--- src/rtl/game_timer_pkg.sv ---
// Shared constants for the game timer: state encodings seen on the state port.
package game_timer_pkg;

  localparam logic [1:0] IDLE    = 2'd0;
  localparam logic [1:0] RUN     = 2'd1;
  localparam logic [1:0] PAUSED  = 2'd2;
  localparam logic [1:0] EXPIRED = 2'd3;

endpackage

--- src/rtl/game_timer_if.sv ---
// Control/status bundle between a game controller (master) and the timer (slave).
interface game_timer_if #(
  parameter int unsigned SEC_W = 8
);

  logic             start;
  logic [SEC_W-1:0] load_val;
  logic             pause;
  logic             abort;
  logic             add_en;
  logic [SEC_W-1:0] add_val;
  logic             tick;
  logic [SEC_W-1:0] remaining;
  logic             expired;
  logic [1:0]       state;
  logic             warn;

  modport master (
    output start, load_val, pause, abort, add_en, add_val,
    input  tick, remaining, expired, state, warn
  );

  modport slave (
    input  start, load_val, pause, abort, add_en, add_val,
    output tick, remaining, expired, state, warn
  );

endinterface

--- src/rtl/game_timer_prescaler.sv ---
// Clock prescaler: counts enabled cycles and pulses tick on the last one of every DIV.
module tick_prescaler #(
  parameter int unsigned DIV = 100000000
) (
  input  logic clk,
  input  logic rst,
  input  logic en,
  input  logic clr,
  output logic tick
);

  localparam int unsigned W    = $clog2(DIV);
  localparam logic [W-1:0] LAST = W'(DIV - 1);

  logic [W-1:0] cnt;

  assign tick = en && (cnt == LAST);

  // Count enabled cycles, wrapping on the tick cycle; clear has priority over counting.
  always_ff @(posedge clk or negedge rst) begin
    if (!rst) begin
      cnt <= '0;
    end else if (clr) begin
      cnt <= '0;
    end else if (en) begin
      cnt <= tick ? '0 : cnt + W'(1);
    end
  end

endmodule

--- src/rtl/game_timer.sv ---
// Countdown game timer with pause, abort, bonus time, low-time warning and expiry pulse.
module game_timer
  import game_timer_pkg::*;
#(
  parameter int unsigned DIV      = 100000000,
  parameter int unsigned SEC_W    = 8,
  parameter int unsigned MAX_SEC  = 255,
  parameter int unsigned WARN_SEC = 10
) (
  input  logic          clk,
  input  logic          rst,
  game_timer_if.slave   bus
);

  localparam logic [SEC_W:0] MAX_W = (SEC_W + 1)'(MAX_SEC);

  logic [1:0]       state_q, state_d;
  logic [SEC_W-1:0] rem_q, rem_d;
  logic             exp_q, exp_d;
  logic             live, pre_en, pre_clr, tick;
  logic [SEC_W:0]   load_c, tick_w, sum_c, nxt;

  // Prescaler runs only while actually running; abort/start in the same cycle suppress the tick.
  assign live    = (state_q == RUN) || (state_q == PAUSED);
  assign pre_en  = (state_q == RUN) && !bus.pause && !bus.abort && !bus.start;
  assign pre_clr = bus.abort || bus.start || !live;

  tick_prescaler #(.DIV(DIV)) u_prescaler (
    .clk  (clk),
    .rst  (rst),
    .en   (pre_en),
    .clr  (pre_clr),
    .tick (tick)
  );

  // Next state/remaining: abort > start > add_en > tick, arithmetic one bit wider to saturate.
  always_comb begin
    state_d = state_q;
    rem_d   = rem_q;
    exp_d   = 1'b0;
    load_c  = {1'b0, bus.load_val};
    if (load_c > MAX_W) load_c = MAX_W;
    tick_w  = {{SEC_W{1'b0}}, tick};
    sum_c   = {1'b0, rem_q} + {1'b0, bus.add_val} - tick_w;
    if (sum_c > MAX_W) sum_c = MAX_W;
    nxt     = bus.add_en ? sum_c : ({1'b0, rem_q} - tick_w);

    if (bus.abort) begin
      state_d = IDLE;
      rem_d   = '0;
    end else if (bus.start) begin
      if (load_c == '0) begin
        state_d = EXPIRED;
        rem_d   = '0;
        exp_d   = 1'b1;
      end else begin
        state_d = RUN;
        rem_d   = load_c[SEC_W-1:0];
      end
    end else if (live) begin
      if ((bus.add_en || tick) && (nxt == '0)) begin
        state_d = EXPIRED;
        rem_d   = '0;
        exp_d   = 1'b1;
      end else begin
        rem_d = nxt[SEC_W-1:0];
        if ((state_q == RUN) && bus.pause) begin
          state_d = PAUSED;
        end else if ((state_q == PAUSED) && !bus.pause) begin
          state_d = RUN;
        end
      end
    end
  end

  // State, remaining and expiry pulse registers.
  always_ff @(posedge clk or negedge rst) begin
    if (!rst) begin
      state_q <= IDLE;
      rem_q   <= '0;
      exp_q   <= 1'b0;
    end else begin
      state_q <= state_d;
      rem_q   <= rem_d;
      exp_q   <= exp_d;
    end
  end

  assign bus.tick      = tick;
  assign bus.remaining = rem_q;
  assign bus.expired   = exp_q;
  assign bus.state     = state_q;
  assign bus.warn      = live && (rem_q != '0) && (32'(rem_q) <= WARN_SEC);

endmodule

--- src/flat_wrapper.sv ---
// flat-port wrapper written by rule: the top's interface ports become plain ports
module game_timer_flat import game_timer_pkg::*;
#(
  parameter int unsigned DIV      = 100000000,
  parameter int unsigned SEC_W    = 8,
  parameter int unsigned MAX_SEC  = 255,
  parameter int unsigned WARN_SEC = 10
)
  (clk, rst, bus_start, bus_load_val, bus_pause, bus_abort, bus_add_en, bus_add_val, bus_tick, bus_remaining, bus_expired, bus_state, bus_warn);
  game_timer_if #(.SEC_W(SEC_W)) bus_i ();
  input  logic clk;
  input  logic rst;
  input wire logic [$bits(bus_i.start)-1:0] bus_start;
  input wire logic [$bits(bus_i.load_val)-1:0] bus_load_val;
  input wire logic [$bits(bus_i.pause)-1:0] bus_pause;
  input wire logic [$bits(bus_i.abort)-1:0] bus_abort;
  input wire logic [$bits(bus_i.add_en)-1:0] bus_add_en;
  input wire logic [$bits(bus_i.add_val)-1:0] bus_add_val;
  output wire logic [$bits(bus_i.tick)-1:0] bus_tick;
  output wire logic [$bits(bus_i.remaining)-1:0] bus_remaining;
  output wire logic [$bits(bus_i.expired)-1:0] bus_expired;
  output wire logic [$bits(bus_i.state)-1:0] bus_state;
  output wire logic [$bits(bus_i.warn)-1:0] bus_warn;
  assign bus_i.start = bus_start;
  assign bus_i.load_val = bus_load_val;
  assign bus_i.pause = bus_pause;
  assign bus_i.abort = bus_abort;
  assign bus_i.add_en = bus_add_en;
  assign bus_i.add_val = bus_add_val;
  assign bus_tick = bus_i.tick;
  assign bus_remaining = bus_i.remaining;
  assign bus_expired = bus_i.expired;
  assign bus_state = bus_i.state;
  assign bus_warn = bus_i.warn;
  game_timer #(.DIV(DIV), .SEC_W(SEC_W), .MAX_SEC(MAX_SEC), .WARN_SEC(WARN_SEC)) u_core (.clk(clk), .rst(rst), .bus(bus_i));
endmodule
--- config.mk ---
export PLATFORM = sky130hd
export DESIGN_NAME = game_timer_flat
export DESIGN_NICKNAME = d
export VERILOG_FILES = /design/src/rtl/game_timer_pkg.sv /design/src/rtl/game_timer_if.sv /design/src/rtl/game_timer_prescaler.sv /design/src/rtl/game_timer.sv /design/src/flat_wrapper.sv
export SDC_FILE = /design/constraint.sdc
export NUM_CORES = 1
export LEC_CHECK = 0
export ABC_AREA = 1
export CAP_MARGIN = 10
export CORE_MARGIN = 3
export CORE_UTILIZATION = 55
export DETAILED_ROUTE_END_ITERATION = 12
export GPL_TIMING_DRIVEN = 0
export PLACE_DENSITY_LB_ADDON = 0.08
export SYNTH_ARGS = -nofsm -noshare
export SYNTH_HDL_FRONTEND = slang
export SYNTH_SLANG_ARGS = --single-unit
--- constraint.sdc ---
create_clock -name clk -period 4.4 [get_ports clk]
set_input_delay 0.44 -clock clk [delete_from_list [all_inputs] [get_ports clk]]
set_output_delay 0.44 -clock clk [all_outputs]
set_load 0.005 [all_outputs]
**Word level (Yosys, flattened, before mapping)**

Cells that the tools add are included.

- Flip-flop bits (word level): 38
- Output and inout bits: 13
- Input port bits: 22

- Reduce and logical (&&, ||, !) cells: 24
- $lt $le $gt $ge: 2
- Muxes and demuxes: 22
- $add $sub $neg: 4
- Equal/unequal tests: 3

Operator list:

| kind | number |
|---|---|
| $mux 27 | 3 |
| $mux 8 | 5 |
| $add 27x1->27 const B | 1 |
| $eq 27x27->1 const B | 1 |
| $mux 9 | 2 |
| $mux 2 | 7 |
| $add 8x8->9 | 1 |
| $gt 9x8->1 const B | 1 |
| $logic_and 1x1->1 | 9 |
| $logic_not 9->1 | 1 |
| $sub 8x1->9 | 1 |
| $sub 9x1->9 | 1 |
| $le 8x4->1 const B | 1 |
| $logic_not 8->1 | 1 |
| $reduce_bool 8->1 | 1 |
| $mux 1 | 5 |
| $reduce_bool 5->1 | 1 |
| $logic_not 1->1 | 4 |
| $logic_or 1x1->1 | 4 |
| $reduce_bool 3->1 | 1 |
| $eq 2x1->1 const B | 1 |
| $eq 2x2->1 const B | 1 |
| $reduce_and 2->1 | 1 |
| $reduce_bool 2->1 | 1 |

**Logic depth before layout (Yosys ltp)**

- Word-level depth: 15
- Depth in mapped cells: 25
- Mapped depth without buffers: 25

**Modules after synthesis**

From an unflattened synthesis, not the netlist that was laid out.

- Cells, all modules: 519
- Area, all modules: 3,299.4 sq um

By module, submodules not included:

| module | times used | area an instance (sq um) | cells each |
|---|---|---|---|
| tick_prescaler | 1 | 1,742.9 | 259 |
| game_timer | 1 | 1,556.5 | 260 |

**Least setup slack after synthesis**

Ideal clock, no wire load.

- Path kind: reg-to-reg
- Start point: register u_core.state_q[1], in the netlist u_core.bus.state[1]
- End point: register u_core.state_q[0], in the netlist u_core.bus.state[0]
- Buffers on the path: 0
- Arrival: 3.074 ns
- Stages on the path, launching flop included: 25
- Setup time: 0.116 ns
- Path slack: 1.209 ns
- Clock period less this slack: 3.191 ns
- Path through: dfrtp_1 inv_1 ha_1 nand2_1 nor2_4 nand4_1 nor3_1 ha_1 inv_1 ha_1 fa_1 nand2_1 nand2_2 nand3_1 nand3_1 nand2_4 nand2_1 nand2_1 nand2_1 nor2_2 nand3_2 nand2_1 nand2_1 nand2_1 nand2_1

- Longest elaborated chain between the ends: 15

Ends and longest elaborated chain:

| item | RTL line | RTL |
|---|---|---|
| start, declared | game_timer.sv:17 | `logic [1:0] state_q, state_d;` |
| start signal, assigned | game_timer.sv:83 | `state_q <= state_d;` |
| $eq 2x1->1 (*) | game_timer.sv:25 | `assign pre_en = (state_q == RUN) && !bus.pause && !bus.abort && !bus.start;` |
| $logic_and 1x1->1 (*) (3 in series) | game_timer.sv:25 |  |
| $logic_and 1x1->1 (*) | game_timer_prescaler.sv:17 | `assign tick = en && (cnt == LAST);` |
| net bus_tick | flat_wrapper.sv:19 | `output wire logic [$bits(bus_i.tick)-1:0] bus_tick;` |
| $sub 9x1->9 | game_timer.sv:44 | `sum_c = {1'b0, rem_q} + {1'b0, bus.add_val} - tick_w;` |
| $gt 9x8->1 | game_timer.sv:45 | `if (sum_c > MAX_W) sum_c = MAX_W;` |
| $mux 9 | game_timer.sv:45 |  |
| $mux 9 | game_timer.sv:46 | `nxt = bus.add_en ? sum_c : ({1'b0, rem_q} - tick_w);` |
| $logic_not 9->1 | game_timer.sv:61 | `if ((bus.add_en \|\| tick) && (nxt == '0)) begin` |
| $logic_and 1x1->1 (*) | game_timer.sv:61 |  |
| $mux 2 | game_timer.sv:61 |  |
| $mux 2 | game_timer.sv:60 | `end else if (live) begin` |
| $mux 2 | game_timer.sv:51 | `end else if (bus.start) begin` |
| $mux 2 | game_timer.sv:48 | `if (bus.abort) begin` |

The timed path passes the listed nets; every way through them passes the cells marked *. The select of a mux whose other input is x is not followed.
A chain may end at the register's enable or synchronous reset.

**Worst setup path after layout**

- Start point: input bus_abort
- End point: register u_core.state_q[0], in the netlist u_core.bus.state[0]

- Longest elaborated chain between the ends: 14

Ends and longest elaborated chain:

| item | RTL line | RTL |
|---|---|---|
| start, declared | flat_wrapper.sv:16 | `input wire logic [$bits(bus_i.abort)-1:0] bus_abort;` |
| $logic_not 1->1 | game_timer.sv:25 |  |
| $logic_and 1x1->1 (2 in series) | game_timer.sv:25 |  |
| $logic_and 1x1->1 | game_timer_prescaler.sv:17 |  |
| $sub 9x1->9 | game_timer.sv:44 |  |
| $gt 9x8->1 | game_timer.sv:45 |  |
| $mux 9 | game_timer.sv:45 |  |
| $mux 9 | game_timer.sv:46 |  |
| $logic_not 9->1 | game_timer.sv:61 |  |
| $logic_and 1x1->1 | game_timer.sv:61 |  |
| $mux 2 | game_timer.sv:61 |  |
| $mux 2 | game_timer.sv:60 |  |
| $mux 2 | game_timer.sv:51 |  |
| $mux 2 | game_timer.sv:48 |  |

Several ways; a longest one is shown, not always the timed one. The select of a mux whose other input is x is not followed.

==> impl_results.md <==
- Post-Synth Simple-Gate Area: 34.6%
- Layout cells sized above 1: 9.16%
- Initial core utilization: 59.2%
- FMAX: 0.272 GHz
- Critical path launch point: bus_abort
- Crit-path slowest cell: clkdlybuf4s50_1
- Worst Hold Class: input pin to asynchronous set/reset pin
- Largest family of logic cells by synthesized area: simple AND/OR/NAND/NOR gates
- Most Crowded Layer GR: met2
- Worst Path Arrival: 3.86 ns
- Final worst-path cycle share: 83.5%
- CP endpoint kind: flip-flop
- # rows: 26
- Routed len/inst: 13.2 µm
- CTS Root Cell: clkbuf_8
- CTS tree: done
- Max-slew violation count: 0
- Final GP Congestion: 0.892
- Residual DRC count: 0
- Worst rel slew slack: 42.0%
- Delay of the slowest critical-path stage: 0.45 ns
- H-tree depth: 2
- Most used cell, CP: nand2_1
- First-pass GRT wire length: 13.1 mm
- Synth cell types: 41
- Setup WS pre-CTS: 0.447 ns
- Critical path destination: u_core.bus.state[0]$_DFFE_PN0P_
- Sequential fraction of the synthesis area: 30.3%
- Port bufs: 33
- Cts hold-fix bufs: 0
- Vias in the first global route: 2872
- Post-CTS Resized: 0
- Clk sinks: 38
- CTS Buf Count: 5
- Antenna violations before repair: 0
- Worst VDD drop: 0.198 mV
- Top cells by area, synth: dfrtp_1 30%, nand2_1 14%, inv_1 9.4%
- M1 GR Usage: 35.9%
- Grt ovf: 0
- ANT nets after route: 0
- RSZ-0062 raised after global routing: false
- Max clock buf depth: 2
- Post-DP HPWL: 5.82 mm
- Crit path time final: roughly 3.7 ns
- Final setup viols: 0
- Routed wire length: 7.55 mm
- Slew @ Worst Pin: 0.870 ns
- Max-cap viol count: 0
- Synth warn: 0
- Reg2reg end: u_core.bus.state[0]$_DFFE_PN0P_
- Die Ht: approximately 82 µm
- Post-CTS Setup Inserts: 0
- Cells along the critical path: clkdlybuf4s50_1 -> clkinv_2 -> nand2_4 -> nor2_4 -> nand4_1 -> nor3_1 -> ha_1 -> inv_1 -> ha_1 -> fa_1 -> nand2_1 -> nand2_2 -> nand3_1 -> nand3_1 -> nand2_4 -> nand2_1 -> nand2_1 -> nand2_1 -> nor2_2 -> nand3_2 -> nand2_1 -> nand2_1 -> nand2_1 -> nand2_1
- Clk slew on worst S/H paths: roughly 0.08 ns
- Yosys top cell by area: dfrtp_1
- Synth Area in Compound Gates: around an eighth
- DR vias/cell: 5.42
- Mapped Nets: 504
- Total chip power: 1150 µW
- Startpoint Class: input pin
- Family with the most delay on the worst path: simple AND/OR/NAND/NOR gates
- All-Layer GR Usage: 25.0%
- Core box area: between 5000 and 6000 µm²
- Avg Cell Area, Syn: 6.82 µm²
- DRT iter0 DRCs: ~190
- Final Hold Fails: 0
- Router iterations before antenna repair: 6
- N_diodes: 0
- P&R area growth vs syn: 17.5%
- Vias: 3103
- Required time of the worst setup path: 4.59 ns
- Adder-Cell Fraction of Synth Area: 8.60%
- Mapped Area: 3140 µm²
- Worst setup margin: 0.725 ns
- Final setup TNS: 0 ns
- Die area: 6660 µm²
- Largest net degree at the start of global routing: 39
- Crit Path Category: input pin to flip-flop
- Xor/xnor share of the synthesized area: 2.51%
- P per Cell Area: 311 nW/µm²
- Mapped Cells: around 460
- Multiplexer area fraction after synthesis: 0%
- Ports: 35
- Reg2Reg Depth: 24
- Die width: 81.6 µm
- Critical R2R Launch: u_core.bus.state[1]$_DFFE_PN0P_
- Met2 Track Usage GR: 39.3%
- Status: complete, no violations
- Yosys reg bits: 38
- Total leakage power: ~0.0018 µW
- M3 GR Usage: roughly 3.9%
- Final Skew: 0.00518 ns
- Post-layout util: 69.6%
- Levels on crit path: 24
- Post-synth top area share: a little under a third
- Clk Latency, worst-skew pair: 0.30 ns
- R2R Setup Slk: 0.80 ns
- Buf/Inv on CP: 3
- Final #Nets: approximately 540
- Crit path max fanout: 10
==> metal layers <==
| layer | wire (µm) | up-vias |
|---|---|---|
| met5 | 0 | - |
| met4 | 99 | 0 |
| met3 | 414 | 17 |
| met2 | 3310 | 94 |
| met1 | 3730 | 1423 |
| li1 | - | 1569 |
==> cell usage after synthesis (all sizes together) <==
cell type  instances
o22ai              3
a31oi              6
inv               83
a32o               1
dfrtp             38
a221oi             1
o2111ai            1
fa                 1
buf                5
nand2            126
nand3             25
nand4              6
clkbuf             1
a2bb2oi            1
o31ai              2
xor2               8
ha                20
nor2              53
a21oi             23
o21ai             21
a211oi             3
nor4               5
o211ai             4
nand3b             5
xnor2              1
clkinv             2
or2                1
nor3              15
==> through the flow <==
step	hold slack (ns)	cell area, µm²	std cells
after global placement	0.514	3560	564
after CTS	0.293	3690	572
after floorplan	0.144	3140	461
final	0.254	3690	572
after detailed placement	0.529	3550	564
after global routing	0.318	3690	572
==> layout make-up <==
cell class,count,area [µm²]
Clock buffer,5,68.8
Fill cell,486,1610
Tap cell,70,87.6
Clock inverter,3,68.8
Sequential cell,38,951
Multi-Input combinational cell,332,1820
Inverter,85,325
Timing Repair Buffer,33,325
Buffer,6,43.8
==> worst min path at each step <==
stage	start	endpoint	slack, ns	depth (start not counted)
6_report	rst	u_core.bus.remaining[7]$_DFFE_PN0P_	0.25	1
5_1_grt	rst	u_core.bus.remaining[7]$_DFFE_PN0P_	0.32	1
4_1_cts	rst	u_core.bus.remaining[7]$_DFFE_PN0P_	0.29	1
3_5_place_dp	u_core.u_prescaler.cnt[17]$_DFFE_PN0P_	u_core.u_prescaler.cnt[17]$_DFFE_PN0P_	0.53	1
3_3_place_gp	u_core.u_prescaler.cnt[23]$_DFFE_PN0P_	u_core.u_prescaler.cnt[23]$_DFFE_PN0P_	0.51	2
2_1_floorplan	rst	u_core.bus.expired$_DFF_PN0_	0.14	0
==> cells by family after synthesis <==
logic type	count (synthesis)
AO/OA/AOI/OAI	66
XOR/XNOR	9
flip-flops	38
buffers and inverters	91
adder cells (fa/ha/maj)	21
AND/OR/NAND/NOR	236
==> flip-flops by register name (all words and copies together), names as in the netlist <==
register and flops:
u_core.u_prescaler.cnt 27, u_core.bus.expired 1, u_core.bus.remaining 8, u_core.bus.state 2
==> worst reg2reg max path: cells and delay by family (launching register included) <==
| family | cells | cell delay, ns |
|---|---|---|
| buffers and inverters | 2 | 0.12 |
| flip-flops | 1 | 0.42 |
| AND/OR/NAND/NOR | 18 | 2.03 |
| adder cells (fa/ha/maj) | 4 | 0.92 |
==> power by group <==
group	total, µW	leakage [µW]	switching [µW]	internal, µW
Clock	360	0.0000683	133	227
Combinational	401	0.00116	242	160
Sequential	387	0.000519	21.6	365
==> placed cells by master, fill, tap and decap left out, types with 2 or more instances in the layout <==
cell type	instances
clkbuf_8	5
nor2_2	7
dfrtp_1	38
nand3_2	2
a21oi_1	22
o31ai_1	2
nand3b_1	5
o21ai_0	18
nand2_2	5
buf_6	2
o21ai_1	3
clkinv_4	2
inv_2	4
nor3_2	4
a31oi_1	6
nor2_1	43
nand4_1	5
bufinv_16	2
clkdlybuf4s50_1	32
nor4_1	5
o22ai_1	3
xor2_1	8
buf_2	3
nor3_1	11
nand3_1	23
o211ai_1	4
nand2_1	119
ha_1	20
nand2_4	2
inv_1	79
a211oi_1	3
nor2_4	3
(Power assumes the default switching activity.)
